## config.mk

```make
export PLATFORM = sky130hd
export DESIGN_NAME = decode_stage_pipelined
export DESIGN_NICKNAME = d
export VERILOG_FILES = /design/src/rtl/cpu_isa_pkg.sv /design/src/rtl/decode_comb.sv /design/src/rtl/decode_stage_pipelined.sv
export SDC_FILE = /design/constraint.sdc
export NUM_CORES = 1
export LEC_CHECK = 0
export ABC_AREA = 0
export BUFFER_PORTS_ARGS = -buffer_cell sky130_fd_sc_hd__buf_2
export CAP_MARGIN = 25
export CORE_MARGIN = 1.5
export CORE_UTILIZATION = 42
export DETAILED_ROUTE_END_ITERATION = 16
export GPL_TIMING_DRIVEN = 1
export PLACE_DENSITY_LB_ADDON = 0.25
export SETUP_SLACK_MARGIN = 0.3
export SLEW_MARGIN = 15
export SYNTH_ARGS = -nofsm -noshare
export SYNTH_HDL_FRONTEND = slang
export SYNTH_SLANG_ARGS = --single-unit
```

## constraint.sdc

```tcl
create_clock -name CLK -period 2.3 [get_ports CLK]
set_input_delay 0.46 -clock CLK [delete_from_list [all_inputs] [get_ports CLK]]
set_output_delay 0.46 -clock CLK [all_outputs]
set_load 0.05 [all_outputs]
```

## src/rtl/cpu_isa_pkg.sv

```systemverilog
// cpu_isa_pkg: opcodes, ALUOP codes, instruction field offsets and decode-stage states shared across the CPU
package cpu_isa_pkg;

    localparam logic [7:0] OP_LOADI = 8'd0;
    localparam logic [7:0] OP_MOV   = 8'd1;
    localparam logic [7:0] OP_AND   = 8'd2;
    localparam logic [7:0] OP_OR    = 8'd3;
    localparam logic [7:0] OP_ADD   = 8'd4;
    localparam logic [7:0] OP_SUB   = 8'd5;
    localparam logic [7:0] OP_J     = 8'd6;
    localparam logic [7:0] OP_BEQ   = 8'd7;
    localparam logic [7:0] OP_LWD   = 8'd8;
    localparam logic [7:0] OP_LWI   = 8'd9;
    localparam logic [7:0] OP_SWD   = 8'd10;
    localparam logic [7:0] OP_SWI   = 8'd11;
    localparam logic [7:0] OP_BNE   = 8'd12;
    localparam logic [7:0] OP_SLL   = 8'd13;
    localparam logic [7:0] OP_SRL   = 8'd14;

    localparam logic [2:0] ALU_FWD = 3'd0;
    localparam logic [2:0] ALU_ADD = 3'd1;
    localparam logic [2:0] ALU_AND = 3'd2;
    localparam logic [2:0] ALU_OR  = 3'd3;
    localparam logic [2:0] ALU_SLL = 3'd5;
    localparam logic [2:0] ALU_SRL = 3'd6;

    localparam int OPC_LSB  = 24;
    localparam int DST_LSB  = 16;
    localparam int SRC1_LSB = 8;
    localparam int SRC2_LSB = 0;

    typedef enum logic [1:0] {
        ST_EMPTY     = 2'd0,
        ST_HOLD      = 2'd1,
        ST_MEM_STALL = 2'd2
    } state_t;

    typedef struct packed {
        logic       we;
        logic       loadi;
        logic       sub;
        logic [2:0] aluop;
        logic       j;
        logic       beq;
        logic       bne;
        logic       mem_read;
        logic       mem_write;
        logic       illegal;
    } ctrl_t;

endpackage

```

## src/rtl/decode_comb.sv

```systemverilog
// decode_comb: pure combinational opcode to control-select table
module decode_comb
    import cpu_isa_pkg::*;
(
    input  logic [7:0] opcode,
    output ctrl_t      ctrl
);

    // unlisted opcodes leave every select low and raise illegal
    always_comb begin
        ctrl = '0;
        case (opcode)
            OP_LOADI: begin ctrl.we = 1'b1; ctrl.loadi = 1'b1; end
            OP_MOV:   ctrl.we = 1'b1;
            OP_AND:   begin ctrl.we = 1'b1; ctrl.aluop = ALU_AND; end
            OP_OR:    begin ctrl.we = 1'b1; ctrl.aluop = ALU_OR; end
            OP_ADD:   begin ctrl.we = 1'b1; ctrl.aluop = ALU_ADD; end
            OP_SUB:   begin ctrl.we = 1'b1; ctrl.sub = 1'b1; ctrl.aluop = ALU_ADD; end
            OP_J:     ctrl.j = 1'b1;
            OP_BEQ:   begin ctrl.sub = 1'b1; ctrl.aluop = ALU_ADD; ctrl.beq = 1'b1; end
            OP_LWD:   begin ctrl.we = 1'b1; ctrl.mem_read = 1'b1; end
            OP_LWI:   begin ctrl.we = 1'b1; ctrl.loadi = 1'b1; ctrl.mem_read = 1'b1; end
            OP_SWD:   ctrl.mem_write = 1'b1;
            OP_SWI:   begin ctrl.loadi = 1'b1; ctrl.mem_write = 1'b1; end
            OP_BNE:   begin ctrl.sub = 1'b1; ctrl.aluop = ALU_ADD; ctrl.bne = 1'b1; end
            OP_SLL:   begin ctrl.we = 1'b1; ctrl.loadi = 1'b1; ctrl.aluop = ALU_SLL; end
            OP_SRL:   begin ctrl.we = 1'b1; ctrl.loadi = 1'b1; ctrl.aluop = ALU_SRL; end
            default:  ctrl.illegal = 1'b1;
        endcase
    end

endmodule

```

## src/rtl/decode_stage_pipelined.sv

```systemverilog
// decode_stage_pipelined: registered, handshaked decode stage with memory-stall hold, flush and illegal counter
module decode_stage_pipelined
    import cpu_isa_pkg::*;
#(
    parameter int REG_ADDR_W = 3,
    parameter int ALUOP_W    = 3,
    parameter int ILL_CNT_W  = 8
) (
    input  logic                    CLK,
    input  logic                    RESET,
    input  logic [31:0]             INSTRUCTION,
    input  logic                    INSTR_VALID,
    output logic                    INSTR_READY,
    input  logic                    FLUSH,
    input  logic                    MEM_BUSYWAIT,
    input  logic                    OUT_READY,
    output logic                    OUT_VALID,
    output logic [7:0]              OPCODE,
    output logic signed [7:0]       DESTINATION,
    output logic [7:0]              IMMEDIATE,
    output logic [REG_ADDR_W-1:0]   READREG1,
    output logic [REG_ADDR_W-1:0]   READREG2,
    output logic [REG_ADDR_W-1:0]   WRITEREG,
    output logic [ALUOP_W-1:0]      ALUOP,
    output logic                    WRITEENABLE,
    output logic                    LOADI_SEL,
    output logic                    SUB_SEL,
    output logic                    J_SEL,
    output logic                    BEQ_SEL,
    output logic                    BNE_SEL,
    output logic                    MEM_READ,
    output logic                    MEM_WRITE,
    output logic                    ILLEGAL,
    output logic [ILL_CNT_W-1:0]    ILL_COUNT
);

    if (REG_ADDR_W < 1 || REG_ADDR_W > 8 || ALUOP_W < 3) begin : g_bad_params
        $error("decode_stage_pipelined: REG_ADDR_W must be 1..8 and ALUOP_W >= 3");
    end

    state_t                 state_q, state_d;
    ctrl_t                  ctrl_q, ctrl_d, dec;
    logic [7:0]             opc_q, opc_d, dst_q, dst_d, imm_q, imm_d;
    logic [REG_ADDR_W-1:0]  rr1_q, rr1_d;
    logic [ILL_CNT_W-1:0]   cnt_q, cnt_d;
    logic                   mem_op, retire, accept;

    decode_comb u_decode_comb (
        .opcode (INSTRUCTION[OPC_LSB +: 8]),
        .ctrl   (dec)
    );

    // a memory op cannot leave while memory is busy; in MEM_STALL nothing retires until back in HOLD
    assign mem_op      = ctrl_q.mem_read | ctrl_q.mem_write;
    assign retire      = (state_q == ST_HOLD) && OUT_READY && !(mem_op && MEM_BUSYWAIT);
    assign INSTR_READY = (state_q == ST_EMPTY) || retire;
    assign accept      = INSTR_VALID && INSTR_READY && !FLUSH;

    // FSM transitions, payload capture/clear and saturating illegal count
    always_comb begin
        state_d = FLUSH ? ST_EMPTY :
                  (state_q == ST_EMPTY) ? (accept ? ST_HOLD : ST_EMPTY) :
                  (state_q == ST_MEM_STALL) ? (MEM_BUSYWAIT ? ST_MEM_STALL : ST_HOLD) :
                  retire ? (accept ? ST_HOLD : ST_EMPTY) :
                  (mem_op && MEM_BUSYWAIT) ? ST_MEM_STALL : ST_HOLD;
        {opc_d, dst_d, imm_d, rr1_d, ctrl_d} = accept ?
            {INSTRUCTION[OPC_LSB +: 8], INSTRUCTION[DST_LSB +: 8], INSTRUCTION[SRC2_LSB +: 8],
             INSTRUCTION[SRC1_LSB +: REG_ADDR_W], dec} :
            (state_d == ST_EMPTY) ? '0 : {opc_q, dst_q, imm_q, rr1_q, ctrl_q};
        cnt_d = cnt_q + ILL_CNT_W'(accept && dec.illegal && (cnt_q != '1));
    end

    // state and decoded payload registers
    always_ff @(posedge CLK or negedge RESET) begin
        if (!RESET) begin
            state_q <= ST_EMPTY;
            ctrl_q  <= '0;
            opc_q   <= '0;
            dst_q   <= '0;
            imm_q   <= '0;
            rr1_q   <= '0;
            cnt_q   <= '0;
        end else begin
            state_q <= state_d;
            ctrl_q  <= ctrl_d;
            opc_q   <= opc_d;
            dst_q   <= dst_d;
            imm_q   <= imm_d;
            rr1_q   <= rr1_d;
            cnt_q   <= cnt_d;
        end
    end

    assign OUT_VALID   = state_q != ST_EMPTY;
    assign OPCODE      = opc_q;
    assign DESTINATION = dst_q;
    assign IMMEDIATE   = imm_q;
    assign READREG1    = rr1_q;
    assign READREG2    = imm_q[REG_ADDR_W-1:0];
    assign WRITEREG    = dst_q[REG_ADDR_W-1:0];
    assign ALUOP       = ALUOP_W'(ctrl_q.aluop);
    assign WRITEENABLE = ctrl_q.we;
    assign LOADI_SEL   = ctrl_q.loadi;
    assign SUB_SEL     = ctrl_q.sub;
    assign J_SEL       = ctrl_q.j;
    assign BEQ_SEL     = ctrl_q.beq;
    assign BNE_SEL     = ctrl_q.bne;
    assign MEM_READ    = ctrl_q.mem_read;
    assign MEM_WRITE   = ctrl_q.mem_write;
    assign ILLEGAL     = ctrl_q.illegal;
    assign ILL_COUNT   = cnt_q;

endmodule

```

After elaboration in Yosys (flattened, before gate mapping)
Cells that the tools add are included.

storage, ports and cells
  memory bits (read-only) = 0
  memories = 0
  bits in latches = 0
  output and inout port bits = 55
  bits in writable memories = 0
  register bits = 49

cells by class
  shifts and indexed selects = 0
  multiply operators = 0
  $lt $le $gt $ge = 0
  reduce and logical (&&, ||, !) cells = 22
  eq/ne operators = 17
  divide/modulo/power cells = 0
  add/subtract/negate cells = 1
  multiplexer cells = 19
  bitwise operators = 1

operators with widths
  operator                                                          count
  39-bit 2-to-1 mux                                                 2
  8-bit by 4-bit == test with 1-bit output (second input constant)  7
  8-bit by 3-bit == test with 1-bit output (second input constant)  4
  8-bit by 2-bit == test with 1-bit output (second input constant)  2
  3-bit case mux with 5 select lines                                1
  15-bit OR reduction                                               1
  2-bit 2-to-1 mux                                                  6
  1-bit 2-to-1 mux                                                  10
  10-bit OR reduction                                               1
  8-bit by 1-bit adder with 8-bit output                            1
  8-bit by 1-bit == test with 1-bit output (second input constant)  1
  8-bit logical NOT                                                 1
  8-bit != test (second input constant)                             1
  1-bit logical AND                                                 7
  5-bit OR reduction                                                1
  2-bit logical NOT                                                 2
  2-bit nonzero test                                                2
  2-bit OR reduction                                                2
  4-bit OR reduction                                                1
  3-bit OR reduction                                                1
  2-bit by 1-bit == test with 1-bit output (second input constant)  1
  2-bit == test (second input constant)                             1
  1-bit logical NOT                                                 2
  1-bit logical OR                                                  1
  1-bit OR                                                          1

Depth between registers and ports, before layout
  depth after elaboration = 15
  gate-level depth with buffers = 10
  gate-level depth less buffers = 7

Hierarchy
From an unflattened synthesis, not the netlist that was laid out.

second synthesis, totals
  cell total of the unflattened synthesis = 254
  area total of the unflattened synthesis = 2379.8 µm²

modules (own cells, without submodules)
  module                  cells an instance  seq. area each (µm²)  times used  area an instance (µm²)
  decode_stage_pipelined  218                1226.2                1           2137.0
  decode_comb             36                 0.0                   1           242.7

Least setup slack after synthesis
Ideal clock, no wire load.

  path kind = register to register
  start point = reg ctrl_q, in the netlist MEM_WRITE
  end point = reg cnt_q[6], in the netlist ILL_COUNT[6]
  stages on the path, launching flop included = 10
  setup time = 0.141 ns
  clock period less this slack = 2.603 ns
  slack = -0.303 ns
  data arrival time = 2.462 ns
  required time = 2.159 ns
  path through = dfrtp_1 o211a_1 a2111oi_2 buf_2 buf_4 o211a_1 ha_1 ha_1 nand4_1 xnor2_1

between the ends
  word-level cells in the longest chain between the ends = 10

RTL lines
  item                                    line                          RTL
  start, declared                         decode_stage_pipelined.sv:42  ctrl_t ctrl_q, ctrl_d, dec;
  start signal, assigned                  decode_stage_pipelined.sv:85  ctrl_q <= ctrl_d;
  1-bit OR                                decode_stage_pipelined.sv:54  assign mem_op = ctrl_q.mem_read | ctrl_q.mem_write;
  1-bit logical AND                       decode_stage_pipelined.sv:55  assign retire = (state_q == ST_HOLD) && OUT_READY && !(mem_op && MEM_BUSYWAIT);
  1-bit logical NOT                       decode_stage_pipelined.sv:55
  1-bit logical AND                       decode_stage_pipelined.sv:55
  1-bit logical OR                        decode_stage_pipelined.sv:56  assign INSTR_READY = (state_q == ST_EMPTY) || retire;
  1-bit logical AND (2 in series)         decode_stage_pipelined.sv:57  assign accept = INSTR_VALID && INSTR_READY && !FLUSH;
  1-bit logical AND (2 in series)         decode_stage_pipelined.sv:70  cnt_d = cnt_q + ILL_CNT_W'(accept && dec.illegal && (cnt_q != '1));
  8-bit by 1-bit adder with 8-bit output  decode_stage_pipelined.sv:70
  named net cnt_d[6]                      decode_stage_pipelined.sv:45  logic [ILL_CNT_W-1:0] cnt_q, cnt_d;
  end signal, assigned                    decode_stage_pipelined.sv:90  cnt_q <= cnt_d;
  end, declared                           decode_stage_pipelined.sv:45

The timed path passes the listed nets, and every way through them passes these cells.
A chain may end at the register's enable or synchronous reset.

Final worst setup path
  start point = reg ctrl_q, in the netlist MEM_READ
  end point = reg cnt_q[6], in the netlist ILL_COUNT[6]

The elaborated chain is that of the path after synthesis.

==> results.txt <==
The launching element of the worst setup path is MEM_READ. Entering global routing, the biggest net connects 50 pins. The number of buffers inserted for hold repair after clock tree synthesis is 0. The final critical delay including setup and external delays came out at 1920 ps. The worst min-delay path class is input port to asynchronous set/reset pin. The total global routing track utilization is 0.183. The total negative slack for setup checks is 0 ps.

After detailed routing, the average wire length per cell comes to around 15 um. Walking the worst path, the cells encountered are o211a_1, a2111oi_4, o211a_1, ha_4, ha_4, nand4_1, xnor2_1. The synthesized area per cell is 12.4 um2. For this design the top-level I/O count stands at 93. After synthesis, the most frequently instantiated cells are sky130_fd_sc_hd__dfrtp_1 (49), sky130_fd_sc_hd__a22o_1 (32), sky130_fd_sc_hd__buf_4 (9).

The final estimated routing congestion in global placement came out at 0.790. After synthesis the cells add up to 0.00215 mm2. Setup violations remaining at the end of the flow were counted as 0. The post-layout worst setup margin came out at ~380 ps. The total buffers and inverters traversed by the critical path came out at 0. The number of maximum-capacitance constraint violations is 0. The aggregate global routing overflow came out at 0.

For this block, the via count after detailed routing is ~1700. Setup repair after global routing could not meet its margin everywhere. The timing-limited maximum frequency came out at 522 MHz.

The delay contributed by the slowest stage of the critical path is 440 ps. The maximum VDD drop came out at 0.715 mV. The proportion of layout cells with a drive suffix above 1 is 0.430. The worst slew margin relative to its limit is 0.767. The clock slew at the register clock pins of the worst setup and hold paths came out at 90 ps. The starting utilization of the core area came out at 0.447. The pre-CTS setup slack came out at 87.2 ps.

The initial antenna violation count came out at 0. The synthesized netlist net count is about 210. The layout has 435 filler cells. The area added between synthesis and finish came out at 28.9%. The number of sinks on the clock net is 49.

The critical path is of the flip-flop to flip-flop type. The routed design has approximately 4.8 mm of wire. The leakage power total is 1.48 nW. The placement row count is 25. The first-pass detailed-route iteration total came out at 4. The first global-routing pass estimated 7.62 mm of wire. The total half-perimeter wirelength after legalization and detailed placement came out at 3.33 mm. The tree is rooted in a sky130_fd_sc_hd__clkbuf_8. The total number of yosys warnings came out at 0. Counting along the longest clock path gives a buffer depth of 2. The post-synthesis register bit count is between 40 and 50. The post-route fraction of the period consumed by the critical path is 0.833. The slew at the pin with the worst max-slew slack is 350 ps. The count of routing violations after the opening detailed-route iteration came out at 117. The flip-flop cell with the highest count after synthesis is sky130_fd_sc_hd__dfrtp_1. The die span in y is 74.6 um. The number of pins with negative max-slew slack in the final report is 0.

The core outline area is 0.00482 mm2. The critical-path cell with the highest stage delay is sky130_fd_sc_hd__dfrtp_2. The number of library cell types mapped by synthesis is 36. The number of global-route vias before repair is 1601. The kind of cell with the highest combined delay along the critical path is compound AO/OA/AOI/OAI gates. For this run, asynchronously set or reset flops after synthesis account for 1.00. STA classifies the critical path startpoint as a flip-flop.

CTS built an H-tree with a depth of 2. Of the post-synthesis cell area, the dominant cell type holds 0.570. By area the synthesized netlist is led by sky130_fd_sc_hd__dfrtp_1 (57%), sky130_fd_sc_hd__a22o_1 (13%), sky130_fd_sc_hd__a32o_1 (3.3%), sky130_fd_sc_hd__buf_4 (3.1%), sky130_fd_sc_hd__xnor2_1 (1.6%). The buffer count from post-CTS setup fixing came out at 0. The highest net fanout along the worst path is 5. The number of antenna cells inserted came out at 0.

The share of the Yosys chip area taken by registers is 0.570. In this run the remaining antenna-violating nets after routing total 0. The per-cell via count in the routed design is 5.15. The synthesized instance count is ~170.

The number of DRC violations after detailed routing is 0. TritonCTS built the clock tree. The total CTS buffers is 5. The data required time of the critical path is 2480 ps. The arrival time of the worst setup path came out at around 2100 ps. Input and output buffers added on the ports amount to between 80 and 90. The synthesized design spends more area on one cell type than any other, namely sky130_fd_sc_hd__dfrtp_1. The type of element capturing the critical path is a flip-flop. In this run, synthesis inferred 0 flip-flops with an integrated enable. At the later pin of the worst-skew pair, clock insertion delay measures 300 ps. The horizontal die dimension is 74.6 um. The net total in the final layout came out at ~300. In this run the critical register-to-register path is launched from MEM_READ. Among all cell types in the netlist, the one instantiated most often is sky130_fd_sc_hd__dfrtp_1. The run finished with clean final reports. The setup skew after layout came out at 12.3 ps. The die covers 0.00556 mm2.

The final number of hold-violating endpoints came out at 0. Dividing total power by cell area gives a power density of 808 mW/mm2.
-- what timing repair did --
| item | 4_1_cts | 5_1_grt |
|---|---|---|
| gates resized for setup | 0 | 3 |
| setup endpoints to repair | 0 | 2 |
| hold endpoints to repair | 0 | 0 |
-- per-stage QoR --
stage	instance area, um2	hold slack, ps	power (mW)	util	cells
floorplan	2200	164	1.56	-	174
global placement	2680	466	1.75	0.556	315
detailed placement	2680	467	1.75	0.556	315
CTS	2770	135	2.27	0.574	323
global route	2770	148	2.36	0.576	323
finish	2770	127	2.24	0.576	323
-- power by group --
part / switching [mW] / internal [mW]
registers: 0.0932 / 0.946
clock network: 0.263 / 0.246
logic: 0.502 / 0.190
total: 0.859 / 1.38
-- flip-flops by register name, indices dropped and copies added (netlist names), 2 cells and up --
register / count
ALUOP: 3
DESTINATION: 8
ILL_COUNT: 8
IMMEDIATE: 8
OPCODE: 8
READREG1: 3
state_q: 2
-- area by class of cell --
type,count,area (um2),area share
Sequential cell,49,1230,0.443
Multi-Input combinational cell,100,840,0.303
Timing Repair Buffer,93,508,0.183
Clock buffer,8,90.1,0.0325
Tap cell,67,83.8,0.0302
Inverter,6,22.5,0.00812
-- worst paths after layout --
path	endpoint	slack, ps	cells after the start
max in group asynchronous	state_q[0]	1920	2
min	WRITEENABLE	130	2
max reg2reg	ILL_COUNT[6]	380	7
min reg2reg	ILL_COUNT[3]	490	1
max	ILL_COUNT[6]	380	7
min in group CLK	state_q[0]	370	2
-- cells in the final DEF, fill, tap and decap left out, types with 3 or more instances in the layout --
| cell | instances |
|---|---|
| sky130_fd_sc_hd__dfrtp_2 | 3 |
| sky130_fd_sc_hd__buf_2 | 86 |
| sky130_fd_sc_hd__a32o_1 | 7 |
| sky130_fd_sc_hd__and2_1 | 3 |
| sky130_fd_sc_hd__nand2b_1 | 5 |
| sky130_fd_sc_hd__buf_4 | 4 |
| sky130_fd_sc_hd__nand4_1 | 3 |
| sky130_fd_sc_hd__dfrtp_1 | 46 |
| sky130_fd_sc_hd__xor2_1 | 3 |
| sky130_fd_sc_hd__inv_1 | 6 |
| sky130_fd_sc_hd__xnor2_1 | 4 |
| sky130_fd_sc_hd__nand2_1 | 3 |
| sky130_fd_sc_hd__nor2_1 | 5 |
| sky130_fd_sc_hd__a22o_1 | 32 |
| sky130_fd_sc_hd__nor2b_1 | 5 |
| sky130_fd_sc_hd__clkbuf_8 | 6 |
| sky130_fd_sc_hd__o21ai_0 | 4 |
-- cells by family after synthesis --
| kind of cell | count (synthesis) | synth area share |
|---|---|---|
| mux | 2 | 0.00988 |
| simple gates | 30 | 0.0773 |
| flops | 49 | 0.570 |
| xor+xnor | 7 | 0.0285 |
| fa+ha+maj | 2 | 0.0116 |
| compound gates | 59 | 0.238 |
| buf+inv | 25 | 0.0651 |
-- routing by layer --
| metal | share of wire | GRT usage | vias up |
|---|---|---|---|
| met5 | 0 | 0 | - |
| met3 | 0.033 | 0.0420 | 2 |
| li1 | - | - | 805 |
| met4 | 0.0061 | 0.0687 | 0 |
| met1 | 0.47 | 0.257 | 823 |
| met2 | 0.49 | 0.278 | 34 |
Note: power is estimated with default switching activity, not from simulation.
